### config.mk
export PLATFORM = sky130hd
export DESIGN_NAME = alu_arbiter
export DESIGN_NICKNAME = d
export VERILOG_FILES = /design/src/rtl/alu_pkg.sv /design/src/rtl/rr_arb2.sv /design/src/rtl/alu_arbiter.sv
export SDC_FILE = /design/constraint.sdc
export NUM_CORES = 1
export LEC_CHECK = 0
export ABC_AREA = 1
export ABC_CLOCK_PERIOD_IN_PS = 2150
export CORE_MARGIN = 1
export CORE_UTILIZATION = 35
export CTS_CLUSTER_DIAMETER = 150
export DETAILED_ROUTE_END_ITERATION = 7
export PLACE_DENSITY_LB_ADDON = 0.1
export SLEW_MARGIN = 5
export SYNTH_ARGS = -nofsm -noshare
export SYNTH_HDL_FRONTEND = slang
export SYNTH_SLANG_ARGS = --single-unit
### constraint.sdc
create_clock -name clk -period 2.15 [get_ports clk]
set_input_delay 0.3225 -clock clk [delete_from_list [all_inputs] [get_ports clk]]
set_output_delay 0.3225 -clock clk [all_outputs]
set_load 0.01 [all_outputs]
### src/rtl/alu_pkg.sv
// rtl/alu_pkg.sv - shared op codes, FSM states and flag indices for alu_arbiter
package alu_pkg;

   // ALU select codes carried on req_op*/alu_sel
   localparam logic [2:0] OP_ADD   = 3'b000;
   localparam logic [2:0] OP_SUB   = 3'b001;
   localparam logic [2:0] OP_MUL   = 3'b010;
   localparam logic [2:0] OP_DIV   = 3'b011;
   localparam logic [2:0] OP_MOD   = 3'b100;
   localparam logic [2:0] OP_AND   = 3'b101;
   localparam logic [2:0] OP_OR    = 3'b110;
   localparam logic [2:0] OP_PASSB = 3'b111;

   // bit positions inside the {N,Z,V,C} flag vector
   localparam int FLAG_N = 3;
   localparam int FLAG_Z = 2;
   localparam int FLAG_V = 1;
   localparam int FLAG_C = 0;

   // flags reported when a divide/modulo is refused for a zero divisor (Z and V)
   localparam logic [3:0] ZDIV_FLAGS = 4'b0110;

   typedef enum logic [1:0] {
      ST_IDLE = 2'd0,
      ST_EXEC = 2'd1,
      ST_RESP = 2'd2
   } state_t;

   // divide and modulo are the only ops that can be short-circuited
   function automatic logic is_div_op(input logic [2:0] op);
      return (op == OP_DIV) || (op == OP_MOD);
   endfunction

endpackage

### src/rtl/rr_arb2.sv
// rtl/rr_arb2.sv - two-input round-robin grant, purely combinational
module rr_arb2
   import alu_pkg::*;
(
   input  logic [1:0] valid,
   input  logic       ptr,
   output logic [1:0] grant
);

   // a lone requester always wins; on contention the pointer decides
   always_comb begin
      grant = 2'b00;
      case (valid)
         2'b01:   grant = 2'b01;
         2'b10:   grant = 2'b10;
         2'b11:   grant = ptr ? 2'b10 : 2'b01;
         default: grant = 2'b00;
      endcase
   end

endmodule

### src/rtl/alu_arbiter.sv
// rtl/alu_arbiter.sv - shares one external ALU between two requesters
module alu_arbiter
   import alu_pkg::*;
#(
   parameter int WIDTH       = 24,
   parameter int EXEC_CYCLES = 2
)
(
   input  logic             clk,
   input  logic             rst_n,
   input  logic [1:0]       req_valid,
   output logic [1:0]       req_ready,
   input  logic [WIDTH-1:0] req_a0,
   input  logic [WIDTH-1:0] req_b0,
   input  logic [WIDTH-1:0] req_a1,
   input  logic [WIDTH-1:0] req_b1,
   input  logic [2:0]       req_op0,
   input  logic [2:0]       req_op1,
   output logic [WIDTH-1:0] alu_a,
   output logic [WIDTH-1:0] alu_b,
   output logic [2:0]       alu_sel,
   input  logic [WIDTH-1:0] alu_out,
   input  logic             alu_n,
   input  logic             alu_z,
   input  logic             alu_v,
   input  logic             alu_c,
   output logic             rsp_valid,
   input  logic             rsp_ready,
   output logic             rsp_id,
   output logic [WIDTH-1:0] rsp_result,
   output logic [3:0]       rsp_flags,
   output logic             rsp_err
);

   // counter runs EXEC_CYCLES-1 down to 0, so EXEC lasts exactly EXEC_CYCLES cycles
   localparam logic [3:0] CNT_LOAD = 4'(EXEC_CYCLES - 1);

   state_t           state;
   logic             ptr;
   logic [3:0]       cnt;
   logic [1:0]       grant;
   logic             gnt_id;
   logic [WIDTH-1:0] in_a;
   logic [WIDTH-1:0] in_b;
   logic [2:0]       in_op;
   logic             in_zdiv;

   rr_arb2 u_arb (
      .valid (req_valid),
      .ptr   (ptr),
      .grant (grant)
   );

   assign gnt_id = grant[1];

   // operand set of whichever requester the arbiter picked this cycle
   always_comb begin
      in_a  = gnt_id ? req_a1  : req_a0;
      in_b  = gnt_id ? req_b1  : req_b0;
      in_op = gnt_id ? req_op1 : req_op0;
   end

   assign in_zdiv = is_div_op(in_op) && (in_b == '0);

   // accept strobe only in IDLE; gated by rst_n so it drops the instant reset asserts
   assign req_ready = (rst_n && (state == ST_IDLE)) ? grant : 2'b00;

   // control FSM with registered ALU drive and response outputs
   always_ff @(posedge clk or negedge rst_n) begin
      if (!rst_n) begin
         state      <= ST_IDLE;
         ptr        <= 1'b0;
         cnt        <= 4'd0;
         alu_a      <= '0;
         alu_b      <= '0;
         alu_sel    <= 3'b000;
         rsp_valid  <= 1'b0;
         rsp_id     <= 1'b0;
         rsp_result <= '0;
         rsp_flags  <= 4'b0000;
         rsp_err    <= 1'b0;
      end else begin
         case (state)
            ST_IDLE: begin
               if (grant != 2'b00) begin
                  rsp_id <= gnt_id;
                  if (in_zdiv) begin
                     // zero divisor: answer directly, leave the ALU drive untouched
                     rsp_result <= '0;
                     rsp_flags  <= ZDIV_FLAGS;
                     rsp_err    <= 1'b1;
                     rsp_valid  <= 1'b1;
                     state      <= ST_RESP;
                  end else begin
                     alu_a   <= in_a;
                     alu_b   <= in_b;
                     alu_sel <= in_op;
                     cnt     <= CNT_LOAD;
                     state   <= ST_EXEC;
                  end
               end
            end
            ST_EXEC: begin
               if (cnt == 4'd0) begin
                  rsp_result <= alu_out;
                  rsp_flags  <= {alu_n, alu_z, alu_v, alu_c};
                  rsp_err    <= 1'b0;
                  rsp_valid  <= 1'b1;
                  state      <= ST_RESP;
               end else begin
                  cnt <= cnt - 4'd1;
               end
            end
            ST_RESP: begin
               if (rsp_ready) begin
                  rsp_valid <= 1'b0;
                  ptr       <= ~rsp_id;
                  state     <= ST_IDLE;
               end
            end
            default: state <= ST_IDLE;
         endcase
      end
   end

endmodule

Word-level counts from Yosys, hierarchy flattened
Cells that the tools add are included.
{"block": "word_totals", "mem_bits_rw": 0, "n_memories": 0, "out_inout_bits": 84, "word_cells": 73, "in_bits": 135, "latchBits": 0, "register_bits": 89, "romBits": 0}
{"block": "op_classes", "n_bitwise": 2, "shift": 0, "n_lt_le_gt_ge": 0, "mul": 0, "add_sub_neg": 1, "n_reduce_logical": 16, "eq_ne": 13, "n_div": 0, "muxes": 30}
{"operator": "$mux W24", "n": 5}
{"operator": "$pmux W24 S2", "n": 1}
{"operator": "$logic_not A24 Y1", "n": 1}
{"operator": "$mux W4", "n": 6}
{"operator": "$pmux W4 S2", "n": 2}
{"operator": "$mux W2", "n": 6}
{"operator": "$pmux W2 S3", "n": 2}
{"operator": "$ne A2 B2 Y1 const B", "n": 5}
{"operator": "$reduce_and A4 Y1", "n": 2}
{"operator": "$eq A2 B2 Y1 const B", "n": 3}
{"operator": "$reduce_and A3 Y1", "n": 2}
{"operator": "$mux W1", "n": 5}
{"operator": "$reduce_and A5 Y1", "n": 1}
{"operator": "$eq A2 B1 Y1 const B", "n": 2}
{"operator": "$logic_not A4 Y1", "n": 1}
{"operator": "$reduce_and A2 Y1", "n": 2}
{"operator": "$reduce_bool A2 Y1", "n": 2}
{"operator": "$sub A4 B1 Y4 const B", "n": 1}
{"operator": "$eq A3 B2 Y1 const B", "n": 1}
{"operator": "$eq A3 B3 Y1 const B", "n": 1}
{"operator": "$mux W3", "n": 1}
{"operator": "$pmux W1 S3", "n": 1}
{"operator": "$reduce_bool A3 Y1", "n": 1}
{"operator": "$logic_and A1 B1 Y1", "n": 2}
{"operator": "5 further kinds", "n": 6}

Depth between registers and ports, before layout
Gate-level depths: netlist of the first run.
{"block": "depth", "ltp_word": 9, "mapped_depth": 16, "ltp_nobuf": 14}

Cells and area by module
A second synthesis of the first run with hierarchy kept.
{"block": "unflattened", "cells_unflattened": 554, "area_unflattened_um2": 4390.5}
{"mod": "alu_arbiter", "seq_area_each_um2": 2227.1, "area_each_um2": 4370.4, "n_inst": 1, "cells_each": 549}
{"mod": "rr_arb2", "seq_area_each_um2": 0.0, "area_each_um2": 20.0, "n_inst": 1, "cells_each": 5}

Least setup slack after synthesis of the first run
No wires, ideal clock.
{"block": "synth_timing", "kind": "input to register", "startpoint": "input port req_valid[1]", "endpoint": "register rsp_err", "path_stages": 15, "t_arrival_ns": 1.820, "slack_ns": 0.213, "required_ns": 2.033, "path_buffers": 3, "setup_ns": 0.117, "path_cell_list": "buf_4 > nand2_2 > nand2_4 > buf_6 > nand2_1 > nand2_1 > nand2_1 > nand3_1 > nor2_1 > nand2_2 > nand2_2 > nand2_1 > buf_2 > nand2_1 > nand2_1"}
{"block": "synth_via", "elab_chain_cells": 8, "elab_cells_between_ends": 15, "classes_between": "7 x eq/ne; 3 x mux; 5 x reduce/logical"}
{"item": "start: declaration", "line": "alu_arbiter.sv:11", "rtl": "input logic [1:0] req_valid,"}
{"item": "$eq A2 B2 Y1 / $eq A2 B1 Y1 (equally long branches)", "line": "rr_arb2.sv:13", "rtl": "case (valid)"}
{"item": "$pmux W2 S3 (*)", "line": "rr_arb2.sv:13"}
{"item": "$mux W3", "line": "alu_arbiter.sv:60", "rtl": "in_op = gnt_id ? req_op1 : req_op0;"}
{"item": "$eq A3 B2 Y1 / $eq A3 B3 Y1 (equally long branches)", "line": "alu_pkg.sv:31", "rtl": "return (op == OP_DIV) || (op == OP_MOD);"}
{"item": "$logic_or A1 B1 Y1", "line": "alu_pkg.sv:31"}
{"item": "$logic_and A1 B1 Y1", "line": "alu_arbiter.sv:63", "rtl": "assign in_zdiv = is_div_op(in_op) && (in_b == '0);"}
{"item": "$ne A2 B2 Y1 (no line)"}
{"item": "$reduce_and A4 Y1 (no line) (*)"}
{"item": "end signal: assignment", "line": "alu_arbiter.sv:81", "rtl": "rsp_err <= 1'b0;"}
{"item": "end signal: assignment", "line": "alu_arbiter.sv:91", "rtl": "rsp_err <= 1'b1;"}
{"item": "end signal: assignment", "line": "alu_arbiter.sv:107", "rtl": "rsp_err <= 1'b0;"}
{"item": "end: declaration", "line": "alu_arbiter.sv:32", "rtl": "output logic rsp_err"}
Mark *: on every way between the ends. The rest lies on a longest branch, timed or not.
A chain may end at the register's enable or synchronous reset.

Worst setup path after layout of the first run
{"block": "layout_timing", "startpoint": "register ptr", "endpoint": "register rsp_result[18]"}
{"block": "layout_via", "elab_chain_cells": 8, "elab_cells_between_ends": 13, "classes_between": "4 x eq/ne; 4 x mux; 5 x reduce/logical"}
{"item": "start: declaration", "line": "alu_arbiter.sv:39", "rtl": "logic ptr;"}
{"item": "start signal: assignment", "line": "alu_arbiter.sv:117", "rtl": "ptr <= ~rsp_id;"}
{"item": "$mux W2 (*)", "line": "rr_arb2.sv:16", "rtl": "2'b11: grant = ptr ? 2'b10 : 2'b01;"}
{"item": "$pmux W2 S3 (*)", "line": "rr_arb2.sv:13"}
{"item": "$mux W3", "line": "alu_arbiter.sv:60"}
{"item": "$eq A3 B2 Y1 / $eq A3 B3 Y1 (equally long branches)", "line": "alu_pkg.sv:31"}
{"item": "$logic_or A1 B1 Y1", "line": "alu_pkg.sv:31"}
{"item": "$logic_and A1 B1 Y1", "line": "alu_arbiter.sv:63"}
{"item": "$ne A2 B2 Y1 (no line)"}
{"item": "$reduce_and A4 Y1 (no line) (*)"}
{"item": "end signal: assignment", "line": "alu_arbiter.sv:105", "rtl": "rsp_result <= alu_out;"}
{"item": "end: declaration", "line": "alu_arbiter.sv:30", "rtl": "output logic [WIDTH-1:0] rsp_result,"}
Marked as above.

==> results of run 1 <==
==> cell usage in the layout (no fill, tap or decap), types with 2 or more instances in the layout <==
| cell type | count |
|---|---|
| sky130_fd_sc_hd__ha_1 | 2 |
| sky130_fd_sc_hd__nand2_8 | 2 |
| sky130_fd_sc_hd__xnor2_1 | 2 |
| sky130_fd_sc_hd__nand2_4 | 5 |
| sky130_fd_sc_hd__dfrtp_1 | 89 |
| sky130_fd_sc_hd__o21ai_1 | 19 |
| sky130_fd_sc_hd__or2_2 | 2 |
| sky130_fd_sc_hd__nand2_2 | 4 |
| sky130_fd_sc_hd__nor2_1 | 13 |
| sky130_fd_sc_hd__nand3_2 | 2 |
| sky130_fd_sc_hd__dlygate4sd2_1 | 4 |
| sky130_fd_sc_hd__o21ai_0 | 14 |
| sky130_fd_sc_hd__nand2_1 | 325 |
| sky130_fd_sc_hd__clkinv_4 | 2 |
| sky130_fd_sc_hd__nor2_4 | 2 |
| sky130_fd_sc_hd__nor3_1 | 3 |
| sky130_fd_sc_hd__inv_1 | 48 |
| sky130_fd_sc_hd__clkdlybuf4s50_1 | 213 |
| sky130_fd_sc_hd__nand3_1 | 50 |
| sky130_fd_sc_hd__nor2_2 | 3 |
| sky130_fd_sc_hd__buf_12 | 3 |
| sky130_fd_sc_hd__buf_6 | 3 |
| sky130_fd_sc_hd__buf_4 | 43 |
| sky130_fd_sc_hd__nand3b_1 | 11 |
| sky130_fd_sc_hd__clkbuf_16 | 12 |
| sky130_fd_sc_hd__inv_2 | 2 |
==> logic make-up (layout without fill, tap and decap cells) <==
group | after synthesis | count (layout) | synth area share (%)
AND/OR/NAND/NOR | 422 | 422 | 38.1
XOR/XNOR | 2 | 2 | 0.388
flip-flops | 89 | 89 | 49.3
buffers and inverters | 79 | 337 | 7.89
AO/OA/AOI/OAI | 34 | 34 | 3.76
adder cells (fa/ha/maj) | 2 | 2 | 0.553
==> worst register-to-register path, delay by kind of cell, from the launching register on <==
kind	cells	cell delay [ns]
buffers and inverters	4	0.56
AND/OR/NAND/NOR	11	0.93
AO/OA/AOI/OAI	1	0.08
flip-flops	1	0.41
==> metrics by stage <==
step | instances | setup TNS (ns)
floorplan | 628 | 0
global placement | 1031 | -24.71
detailed placement | 1031 | -29.92
CTS | 1048 | 0
global route | 1058 | -0.477
finish | 1058 | 0
==> flip-flops by register name (all words and copies together) (netlist names) <==
register and count:
alu_sel 3, rsp_err 1, alu_a 24, state 2
rsp_flags 4, rsp_result 24, rsp_id 1, alu_b 24
cnt 4, rsp_valid 1, ptr 1
==> Yosys cell counts <==
master,count,area (µm²)
sky130_fd_sc_hd__dfrtp_1,89,2230
sky130_fd_sc_hd__nand2_4,1,11.3
sky130_fd_sc_hd__o21ai_1,19,95.1
sky130_fd_sc_hd__or2_2,2,12.5
sky130_fd_sc_hd__ha_1,2,25.0
sky130_fd_sc_hd__clkbuf_1,9,33.8
sky130_fd_sc_hd__o21ai_0,14,70.1
sky130_fd_sc_hd__buf_1,2,7.51
sky130_fd_sc_hd__nand3_1,52,260
sky130_fd_sc_hd__inv_1,48,180
sky130_fd_sc_hd__buf_4,10,75.1
sky130_fd_sc_hd__nor3_1,3,15.0
sky130_fd_sc_hd__a21oi_1,1,5.00
sky130_fd_sc_hd__nand2_2,7,43.8
sky130_fd_sc_hd__inv_2,2,7.51
sky130_fd_sc_hd__xnor2_1,2,17.5
sky130_fd_sc_hd__buf_6,2,22.5
sky130_fd_sc_hd__nand3b_1,11,82.6
sky130_fd_sc_hd__nor2_1,18,67.6
sky130_fd_sc_hd__nand2_1,328,1230
sky130_fd_sc_hd__buf_2,6,30.0
==> path summary, 6_finish.rpt <==
kind                                   to  depth (start not counted)
min in group clk                alu_a[15]                          2
max reg2reg                rsp_result[18]                         16
max in group asynchronous          cnt[2]                          3
min reg2reg                     alu_a[15]                          2
max                        rsp_result[18]                         16
min                             alu_b[18]                          2
==> layout make-up <==
type	instances	area (µm²)	area share, %
Timing Repair Buffer	271	2700	35.3
Sequential cell	89	2230	29.1
Multi-Input combinational cell	460	2020	26.5
Clock buffer	10	239	3.13
Tap cell	172	215	2.82
Inverter	50	188	2.45
Clock inverter	6	50.0	0.655
==> layer usage <==
layer	share of wire [%]	track usage, %	wire, µm
met4	1.9	9.06	277
met5	0	0	0
met1	42	25.3	5970
met2	48	35.9	6850
met3	8.5	5.70	1210
==> report_power, final <==
part           total [mW]  switching [mW]  internal (mW)
clock network        1.52           0.694          0.829
logic                5.09            2.49           2.61
registers            2.97           0.480           2.49
total                9.58            3.66           5.92
==> repair_timing <==
item                       CTS  global route
setup buffers                0             5
pin swaps                    0             8
setup endpoints to repair   60            87
gates resized for setup      6            28
cloned                       1             5
hold endpoints to repair     0             0
==> qor.log, run 1 <==
qor: global_routing.grt_use_total 21.2%
qor: timing.timing.final.ws_setup 0.0705 ns
qor: routing.detail_route.iter0.violations 274
qor: timing.timing.fmax 481 MHz
qor: setup_path.cp_slowest_cell sky130_fd_sc_hd__dfrtp_1
qor: finish.n_antenna_cell 0
qor: timing.whs 0.0716 ns
qor: finish.drive_gt1_share 10.4%
qor: timing.final_hold_viol_count 0
qor: floorplanning.die_h 116 µm
qor: synthesis.mappedNetlistArea 0.00452 mm²
qor: timing.fin_skew 0.00855 ns
qor: clocking.numClockSinks 89
qor: global_routing.globalRouteOverflowTotal 0
qor: routing.via_count 4853
qor: synthesis.synthCells 628
qor: place.instance_area_at_placement 0.00710 mm²
qor: clocking.clkLatencyLatePin 0.35 ns
qor: synthesis.synth_nets 765
qor: synthesis.ys_seq_elements 89
qor: setup_path.timing.critical_path.max_delay_family simple AND/OR/NAND/NOR gates
qor: setup_path.critical_path.cell_chain inv_2 > nand2_4 > nand2_8 > clkbuf_16 > buf_4 > nand2_1 > o21ai_1 > nand2_1 > nand3_2 > nor2_4 > nand2_4 > nand2_4 > nand2_4 > buf_4 > nand2_1 > nand2_1
qor: routing.detailedRoute.firstPassIterationCount 4
qor: clocking.number_of_buffers_on_the_longest_clock_path 2
qor: global_routing.grt_antenna_before_repair 0
qor: timing.finalSetupViolations 0
qor: floorplanning.die_x 116 µm
qor: place.place_congestion 0.818
qor: global_routing.first_global_vias 4635
qor: timing.period_share 96.7%
qor: finish.final_area 0.00764 mm²
qor: clocking.cts.hold.buffers_added 0
qor: pwr.design_power_total 9.58 mW
qor: clocking.tritoncts built
qor: setup_path.slack_of_the_worst_reg_to_reg_path 0.07 ns
qor: hold_path.hold_path.class in2async
qor: floorplanning.num_rows 41
qor: setup_path.critPathBufInv 4
qor: setup_path.critical_path.max_stage_delay 0.41 ns
qor: setup_path.timing.rr.start ptr
qor: setup_path.worstSetupStartpoint ptr
qor: synthesis.avgSynthCellArea 7.20 µm²
qor: setup_path.worst-setup-path-type reg2reg
qor: routing.routed_wire_length_per_instance 13.5 µm
qor: pwr.total_leakage_power 3.91 nW
qor: timing.timing_worst_slew_pin_value 0.648 ns
qor: finish.area_growth_syn_to_layout 69.1%
qor: routing.drc_violation_count_after_routing 0
qor: synthesis.ys_seq_area_share 49.3%
qor: setup_path.worstPathRequired 2.39 ns
qor: clocking.cts.clk_slew.worst_paths 0.07 ns
qor: flow_run.max_cap_violations 0
qor: clocking.cts-root-buf sky130_fd_sc_hd__clkbuf_16
qor: timing.final.min_clock_period 2.08 ns
qor: global_routing.maximum_number_of_pins_on_one_net_before_global_route_repair 51
qor: floorplanning.coreArea 0.0126 mm²
qor: routing.drt-total-wl 14.3 mm
qor: global_routing.grt_pass1_wl 21.8 mm
qor: synthesis.yosysWarnings 0
qor: routing.antenna_left 0
qor: place.detailedPlace.worstSlack -0.384 ns
qor: pwr.max-vdd-ir-drop 458 µV
qor: floorplanning.floorplan.die_area 0.0134 mm²
qor: setup_path.critical_path.startpoint_type flip-flop
qor: timing.timing.final.max_slew_violations 0
qor: setup_path.timing.critical_path.fanout_max 7
qor: finish.fillCellCount 1176
qor: clocking.inserted_clock_buffers 9
qor: setup_path.endpoint_arrival_time_on_the_critical_path 2.32 ns
qor: finish.fin_util 60.6%
qor: place.dp_hpwl 10.4 mm
qor: clocking.clock_tree.htree_level_count 3
qor: finish.nets 1018
qor: synthesis.synth.distinct_cells 21
qor: place.io_buffers 218
qor: floorplanning.ioPinCount 219
qor: pwr.cellPowerDensity 1250 mW/mm²
qor: run_status.status completed
qor: timing.slew-limit-headroom 56.8%
qor: floorplanning.floorplan.initialDensity 35.8%
qor: setup_path.critPathCaptureType flip-flop
qor: routing.via_per_inst 4.59
Power figures use the tool's default switching activity.
==> run 2: changes to the inputs <==
--- a/config.mk
+++ b/config.mk
@@ -5,7 +5,6 @@
 export SDC_FILE = /design/constraint.sdc
 export NUM_CORES = 1
 export LEC_CHECK = 0
-export ABC_AREA = 1
 export ABC_CLOCK_PERIOD_IN_PS = 2150
 export CORE_MARGIN = 1
 export CORE_UTILIZATION = 35
==> qor.log, run 2 <==
qor: floorplanning.ioPinCount 219
qor: pwr.max-vdd-ir-drop 643 µV
qor: routing.via_count 3580
qor: setup_path.critPathCaptureType flip-flop
qor: synthesis.number_of_enable_flip_flop_cells_after_synthesis 0
qor: finish.post_layout_nonfiller_instances 761
qor: timing.final_hold_viol_count 0
qor: clocking.cts-root-buf sky130_fd_sc_hd__clkbuf_16
qor: synthesis.yosysWarnings 0
qor: setup_path.timing.critical_path.fanout_max 27
qor: floorplanning.num_rows 40
qor: global_routing.globalRouteOverflowTotal 0
qor: setup_path.timing.rr.end alu_a[15]
qor: synthesis.avgSynthCellArea 12.6 µm²
qor: routing.detail_route.iter0.violations 124
qor: routing.detailedRoute.firstPassIterationCount 4
qor: synthesis.most_frequent_cells_after_synthesis sky130_fd_sc_hd__dfrtp_1, sky130_fd_sc_hd__mux2_2, sky130_fd_sc_hd__nor2_1, sky130_fd_sc_hd__mux2_4, sky130_fd_sc_hd__nor3_1
qor: synthesis.ys_seq_area_share 49.9%
qor: setup_path.worst-setup-path-type in2reg
qor: synthesis.ys_seq_elements 89
qor: routing.drc_violation_count_after_routing 0
qor: timing.final.min_clock_period 2.03 ns
qor: run_status.status completed
qor: setup_path.critical_path.startpoint_type input pin
qor: routing.antenna_left 0
qor: finish.layout.cells.most_common sky130_fd_sc_hd__clkdlybuf4s50_1
qor: synthesis.synthFlopType sky130_fd_sc_hd__dfrtp_1
qor: finish.layout.cells.most_common_list sky130_fd_sc_hd__clkdlybuf4s50_1, sky130_fd_sc_hd__dfrtp_1, sky130_fd_sc_hd__mux2_2, sky130_fd_sc_hd__nor2_1, sky130_fd_sc_hd__mux2_4
qor: synthesis.synth.distinct_cells 41
qor: hold_path.hold_path.class in2async
qor: clocking.cts_setup_buffers 0
qor: global_routing.maximum_number_of_pins_on_one_net_before_global_route_repair 47
qor: clocking.inserted_clock_buffers 9
qor: finish.reg_top3 alu_a (24), alu_b (24), rsp_result (24)
qor: clocking.cts.clk_slew.worst_paths 0.07 ns
qor: routing.drt-total-wl 12.0 mm
qor: floorplanning.die_h 115 µm
qor: setup_path.endpoint alu_a[15]
qor: synthesis.synth_nets 490
qor: setup_path.critical_path.max_stage_delay 0.44 ns
qor: setup_path.critical_path.cell_chain clkdlybuf4s50_1 > nor4_2 > nand4_1 > o22ai_2 > a21oi_4 > buf_12 > mux2_4
qor: global_routing.grt_antenna_before_repair 0
qor: place.detailedPlace.worstSlack -0.253 ns
qor: synthesis.synth_largest_area_cell sky130_fd_sc_hd__dfrtp_1
qor: synthesis.synthCells 353
qor: place.placed_cells_incl_taps 745
qor: timing.timing.final.max_slew_violations 0
qor: place.dp_hpwl 9.14 mm
qor: finish.nets 725
qor: clocking.clock_tree.htree_level_count 3
qor: floorplanning.coreArea 0.0122 mm²
qor: synthesis.synthTopCellsByArea sky130_fd_sc_hd__dfrtp_1, sky130_fd_sc_hd__mux2_4, sky130_fd_sc_hd__mux2_2, sky130_fd_sc_hd__nor2_1, sky130_fd_sc_hd__nor3_1
qor: finish.fillCellCount 1075
qor: finish.area_growth_syn_to_layout 64.1%
qor: global_routing.first_global_vias 3743
qor: timing.timing_worst_slew_pin_value 0.578 ns
qor: place.place_congestion 0.726
qor: routing.via_per_inst 4.70
qor: floorplanning.floorplan.die_area 0.0132 mm²
qor: setup_path.endpoint_arrival_time_on_the_critical_path 2.24 ns
qor: setup_path.timing.rr.start ptr
qor: place.io_buffers 218
qor: floorplanning.die_x 115 µm
qor: finish.drive_gt1_share 25.3%
qor: setup_path.slack_of_the_worst_reg_to_reg_path 0.27 ns
qor: setup_path.worstSetupStartpoint req_b1[16]
qor: synthesis.synth_top_cell_area_share 49.9%
qor: pwr.cellPowerDensity 1310 mW/mm²
qor: setup_path.worstPathRequired 2.36 ns
qor: pwr.total_leakage_power 3.08 nW
qor: clocking.tritoncts built
qor: global_routing.grt_pass1_wl 18.7 mm
qor: global_routing.grt_use_total 18.1%
qor: setup_path.cp_slowest_cell sky130_fd_sc_hd__clkdlybuf4s50_1
qor: clocking.cts.hold.buffers_added 0
qor: setup_path.ff2ff_path_depth 7
qor: finish.n_antenna_cell 0
qor: timing.timing.fmax 493 MHz
qor: timing.grt_setup_unrepaired false
qor: timing.fin_skew 0.00485 ns
qor: timing.slew-limit-headroom 61.5%
qor: timing.finalSetupViolations 0
qor: clocking.number_of_buffers_on_the_longest_clock_path 2
qor: flow_run.max_cap_violations 0
qor: routing.routed_wire_length_per_instance 15.7 µm
qor: clocking.numClockSinks 89
qor: synthesis.top_count_cell_post_synth sky130_fd_sc_hd__dfrtp_1
qor: floorplanning.floorplan.initialDensity 36.5%
qor: timing.period_share 94.3%
qor: clocking.clkLatencyLatePin 0.33 ns
qor: synthesis.synth_async_sr_flop_share 100%
qor: synthesis.mappedNetlistArea 0.00446 mm²
qor: timing.timing.final.ws_setup 0.122 ns
[run 2: repair_timing]
item                       in CTS  in global routing
pin swaps                       0                  1
gates resized for setup         2                  3
setup endpoints to repair       2                 46
[run 2: worst min path at each step]
stage / end / slack [ns] / cells after the start / from
after floorplan: alu_a[0] / 0.03 / 0 / rst_n
after global placement: rsp_id / 0.46 / 2 / rst_n
after detailed placement: rsp_id / 0.46 / 2 / rst_n
after CTS: rsp_result[20] / 0.10 / 2 / rst_n
after global routing: rsp_result[23] / 0.13 / 2 / rst_n
final: rsp_id / 0.08 / 2 / rst_n
[run 2: area by class of cell]
cell class	count	area (µm²)	share of cell area [%]
Multi-Input combinational cell	239	2120	29.0
Sequential cell	89	2230	30.4
Timing Repair Buffer	242	2410	32.9
Clock inverter	7	103	1.40
Clock buffer	9	225	3.08
Inverter	7	26.3	0.359
Tap cell	168	210	2.87
[run 2: where the power goes]
part	switching (mW)	internal (mW)	total, mW
sequential	0.489	2.52	3.01
clock	0.656	1.03	1.68
combinational	1.84	3.05	4.90
[run 2: worst max-delay path, delay by kind of cell]
family / cells / cell delay [ns]
AND/OR/NAND/NOR: 2 / 0.55
multiplexers: 1 / 0.32
AO/OA/AOI/OAI: 2 / 0.40
buffers and inverters: 2 / 0.64
[run 2: metrics by stage]
| stage | power (mW) | hold slack [ns] | util (%) | area (µm²) | setup TNS, ns |
|---|---|---|---|---|---|
| after floorplan | 5.57 | 0.0269 | - | 4460 | 0 |
| after global placement | 7.86 | 0.459 | 57.2 | 6980 | -14.52 |
| after detailed placement | 7.97 | 0.465 | 57.2 | 6980 | -16.40 |
| after CTS | 9.73 | 0.103 | 59.8 | 7300 | 0 |
| after global routing | 10.2 | 0.133 | 60.0 | 7320 | 0 |
| final | 9.59 | 0.0800 | 60.0 | 7320 | 0 |
[run 2: kinds of logic after synthesis]
logic type	share of synthesized area [%]
flops	49.9
simple gates	10.5
compound gates	4.46
fa+ha+maj	0.561
mux	31.0
xor+xnor	0.589
buf+inv	3.00
[run 2: layer usage]
metal | GRT usage [%] | share of wire, % | vias to the layer above
met1 | 22.5 | 43 | 1704
met2 | 30.6 | 48 | 136
met3 | 4.85 | 7.6 | 12
li1 | - | - | 1728
met5 | 0 | 0 | -
met4 | 6.23 | 1.5 | 0
==> run 3: changes to the inputs <==
--- a/config.mk
+++ b/config.mk
@@ -5,12 +5,13 @@
 export SDC_FILE = /design/constraint.sdc
 export NUM_CORES = 1
 export LEC_CHECK = 0
-export ABC_CLOCK_PERIOD_IN_PS = 2150
+export ABC_CLOCK_PERIOD_IN_PS = 2400
 export CORE_MARGIN = 1
 export CORE_UTILIZATION = 35
 export CTS_CLUSTER_DIAMETER = 150
 export DETAILED_ROUTE_END_ITERATION = 7
 export PLACE_DENSITY_LB_ADDON = 0.1
+export RECOVER_POWER = 50
 export SLEW_MARGIN = 5
 export SYNTH_ARGS = -nofsm -noshare
 export SYNTH_HDL_FRONTEND = slang
==> constraint.sdc (replaced) <==
create_clock -name clk -period 2.4 [get_ports clk]
set_input_delay 0.36 -clock clk [delete_from_list [all_inputs] [get_ports clk]]
set_output_delay 0.36 -clock clk [all_outputs]
set_load 0.01 [all_outputs]
==> qor.log, run 3 (synthesis gave the netlist of run 2 again) <==
qor: timing.fin_skew 0.00922 ns
qor: clocking.tritoncts built
qor: finish.post_layout_nonfiller_instances 752
qor: global_routing.grt_use_total 18.3%
qor: pwr.power.net_switching 2.66 mW
qor: global_routing.grt_pass1_wl 18.8 mm
qor: clocking.cts.clk_slew.worst_paths 0.06 ns
qor: routing.via_count 3570
qor: setup_path.endpoint req_ready[1]
qor: timing.timing_worst_slew_pin_value 1.09 ns
qor: pwr.max-vdd-ir-drop 589 µV
qor: timing.final_hold_viol_count 0
qor: global_routing.grt_antenna_before_repair 0
qor: finish.area_growth_syn_to_layout 61.6%
qor: floorplanning.coreArea 0.0122 mm²
qor: timing.slew-limit-headroom 27.2%
qor: timing.final.min_clock_period 2.26 ns
qor: setup_path.critPathCaptureType primary output
qor: floorplanning.floorplan.initialDensity 36.5%
qor: global_routing.first_global_vias 3790
qor: clocking.numClockSinks 89
qor: place.io_buffers 218
qor: setup_path.worstPathRequired 2.04 ns
qor: place.dp_hpwl 9.08 mm
qor: routing.detailedRoute.firstPassIterationCount 4
qor: finish.layout.cells.most_common sky130_fd_sc_hd__clkdlybuf4s50_1
qor: finish.drive_gt1_share 23.8%
qor: pwr.seqPwrFrac 32.3%
qor: timing.finalSetupViolations 0
qor: pwr.power_switching_share 32.0%
qor: routing.antenna_left 0
qor: finish.reg_top3 alu_a (24), alu_b (24), rsp_result (24)
qor: setup_path.slack_of_the_worst_reg_to_reg_path 0.39 ns
qor: pwr.power.clock.fraction 17.1%
qor: timing.grt_setup_unrepaired false
qor: setup_path.timing.critical_path.fanout_max 7
qor: routing.drt-total-wl 12.0 mm
qor: routing.drc_violation_count_after_routing 0
qor: hold_path.hold_path.class in2async
qor: setup_path.ff2ff_path_depth 6
qor: routing.via_per_inst 4.75
qor: flow_run.max_cap_violations 0
qor: clocking.cts-root-buf sky130_fd_sc_hd__clkbuf_16
qor: global_routing.maximum_number_of_pins_on_one_net_before_global_route_repair 47
qor: clocking.number_of_buffers_on_the_longest_clock_path 2
qor: floorplanning.floorplan.die_area 0.0132 mm²
qor: finish.final_area 0.00721 mm²
qor: setup_path.worstSetupStartpoint req_valid[1]
qor: clocking.clkLatencyLatePin 0.34 ns
qor: pwr.power.share.combinational 50.6%
qor: routing.routed_wire_length_per_instance 15.9 µm
qor: finish.nets 716
qor: clocking.inserted_clock_buffers 9
qor: run_status.status completed
qor: floorplanning.num_rows 40
qor: floorplanning.die_h 115 µm
qor: finish.sequential_cell_area 0.00223 mm²
qor: timing.whs 0.341 ns
qor: setup_path.endpoint_arrival_time_on_the_critical_path 1.90 ns
qor: routing.detail_route.iter0.violations 105
qor: finish.n_antenna_cell 0
qor: floorplanning.die_x 115 µm
qor: finish.layout.cells.most_common_list sky130_fd_sc_hd__clkdlybuf4s50_1, sky130_fd_sc_hd__dfrtp_1, sky130_fd_sc_hd__mux2_2, sky130_fd_sc_hd__nor2_1, sky130_fd_sc_hd__mux2_4
qor: place.placed_cells_incl_taps 736
qor: place.place_congestion 0.755
qor: setup_path.timing.rr.end alu_b[12]
qor: pwr.cellPowerDensity 1150 mW/mm²
qor: pwr.design_internal_power 5.66 mW
qor: setup_path.critical_path.startpoint_type input pin
qor: setup_path.worst-setup-path-type in2out
qor: place.instance_area_at_placement 0.00691 mm²
qor: timing.timing.final.max_slew_violations 0
qor: timing.period_share 94.0%
qor: floorplanning.ioPinCount 219
qor: setup_path.timing.rr.start ptr
qor: finish.fin_util 59.1%
qor: global_routing.globalRouteOverflowTotal 0
qor: clocking.clock_tree.htree_level_count 3
qor: timing.timing.fmax 443 MHz
qor: pwr.total_leakage_power 3.02 nW
qor: finish.fillCellCount 1080
qor: finish.area_occupied_by_multi_input_gates 0.00211 mm²
==> run 3: cell count changes in the layout (fill, tap and decap cells not counted), sizes merged <==
cell and delta:
dlygate4sd3 +40, clkdlybuf4s50 -38, buf -11, clkbuf +2, dlygate4sd2 -2, inv +2, bufinv -1, clkinv -1
==> run 3: stage by stage <==
| stage | power [mW] | setup slack (ns) | TNS (ns) |
|---|---|---|---|
| detailed placement | 7.10 | -0.0824 | -3.53 |
| CTS | 8.58 | 0.110 | 0 |
| floorplan | 4.99 | 0.536 | 0 |
| global route | 8.84 | 0.0318 | 0 |
| finish | 8.31 | 0.144 | 0 |
| global placement | 7.01 | -0.0142 | -0.356 |
==> run 3: how the worst min path moves through the flow <==
stage	from	end	slack [ns]
CTS	rst_n	alu_a[8]	0.13
detailed placement	alu_sel[2]	alu_sel[2]	0.48
global placement	alu_sel[2]	alu_sel[2]	0.47
floorplan	rst_n	alu_a[0]	0.06
global route	rst_n	alu_sel[0]	0.44
finish	rst_n	alu_sel[0]	0.34
==> run 3: repair_timing <==
item / 4_1_cts / 5_1_grt
hold buffers: 0 / 0
setup buffers: 0 / 0
endpoints found under the setup margin: 0 / 1
gates resized for setup: 0 / 1
==> run 3: area by class of cell <==
| cell class | instances | share of cell area (%) |
|---|---|---|
| repair buffers | 233 | 32.4 |
| flip-flops and latches | 89 | 30.9 |
| multi-input cells | 239 | 29.2 |
| clock buffers | 9 | 3.12 |
| well taps | 168 | 2.91 |
| clock inverters | 7 | 1.08 |
| inverters | 7 | 0.364 |
==> run 3: routing by layer <==
layer  part of all wire, %  up-vias  GRT usage (%)
li1                      -     1713              -
met1                    42     1711           22.1
met2                    48      133           30.9
met3                   9.1       13           6.22
met4                   1.5        0           5.28
met5                     0        -              0
==> run 3: critical path, stage by stage <==
cell                              delay (ns)
sky130_fd_sc_hd__clkdlybuf4s50_1        0.62
sky130_fd_sc_hd__nand2_2                0.21
sky130_fd_sc_hd__nor2_1                 0.13
sky130_fd_sc_hd__clkdlybuf4s50_1        0.58
==> run 3: power by group through the flow <==
stage / registers (mW) / clock network [mW] / logic, mW
3_5_place_dp: 2.71 / 0 / 4.39
6_report: 2.69 / 1.42 / 4.21
2_1_floorplan: 2.99 / 0 / 2.00
3_3_place_gp: 2.71 / 0 / 4.30
5_1_grt: 2.79 / 1.53 / 4.52
4_1_cts: 2.71 / 1.46 / 4.41
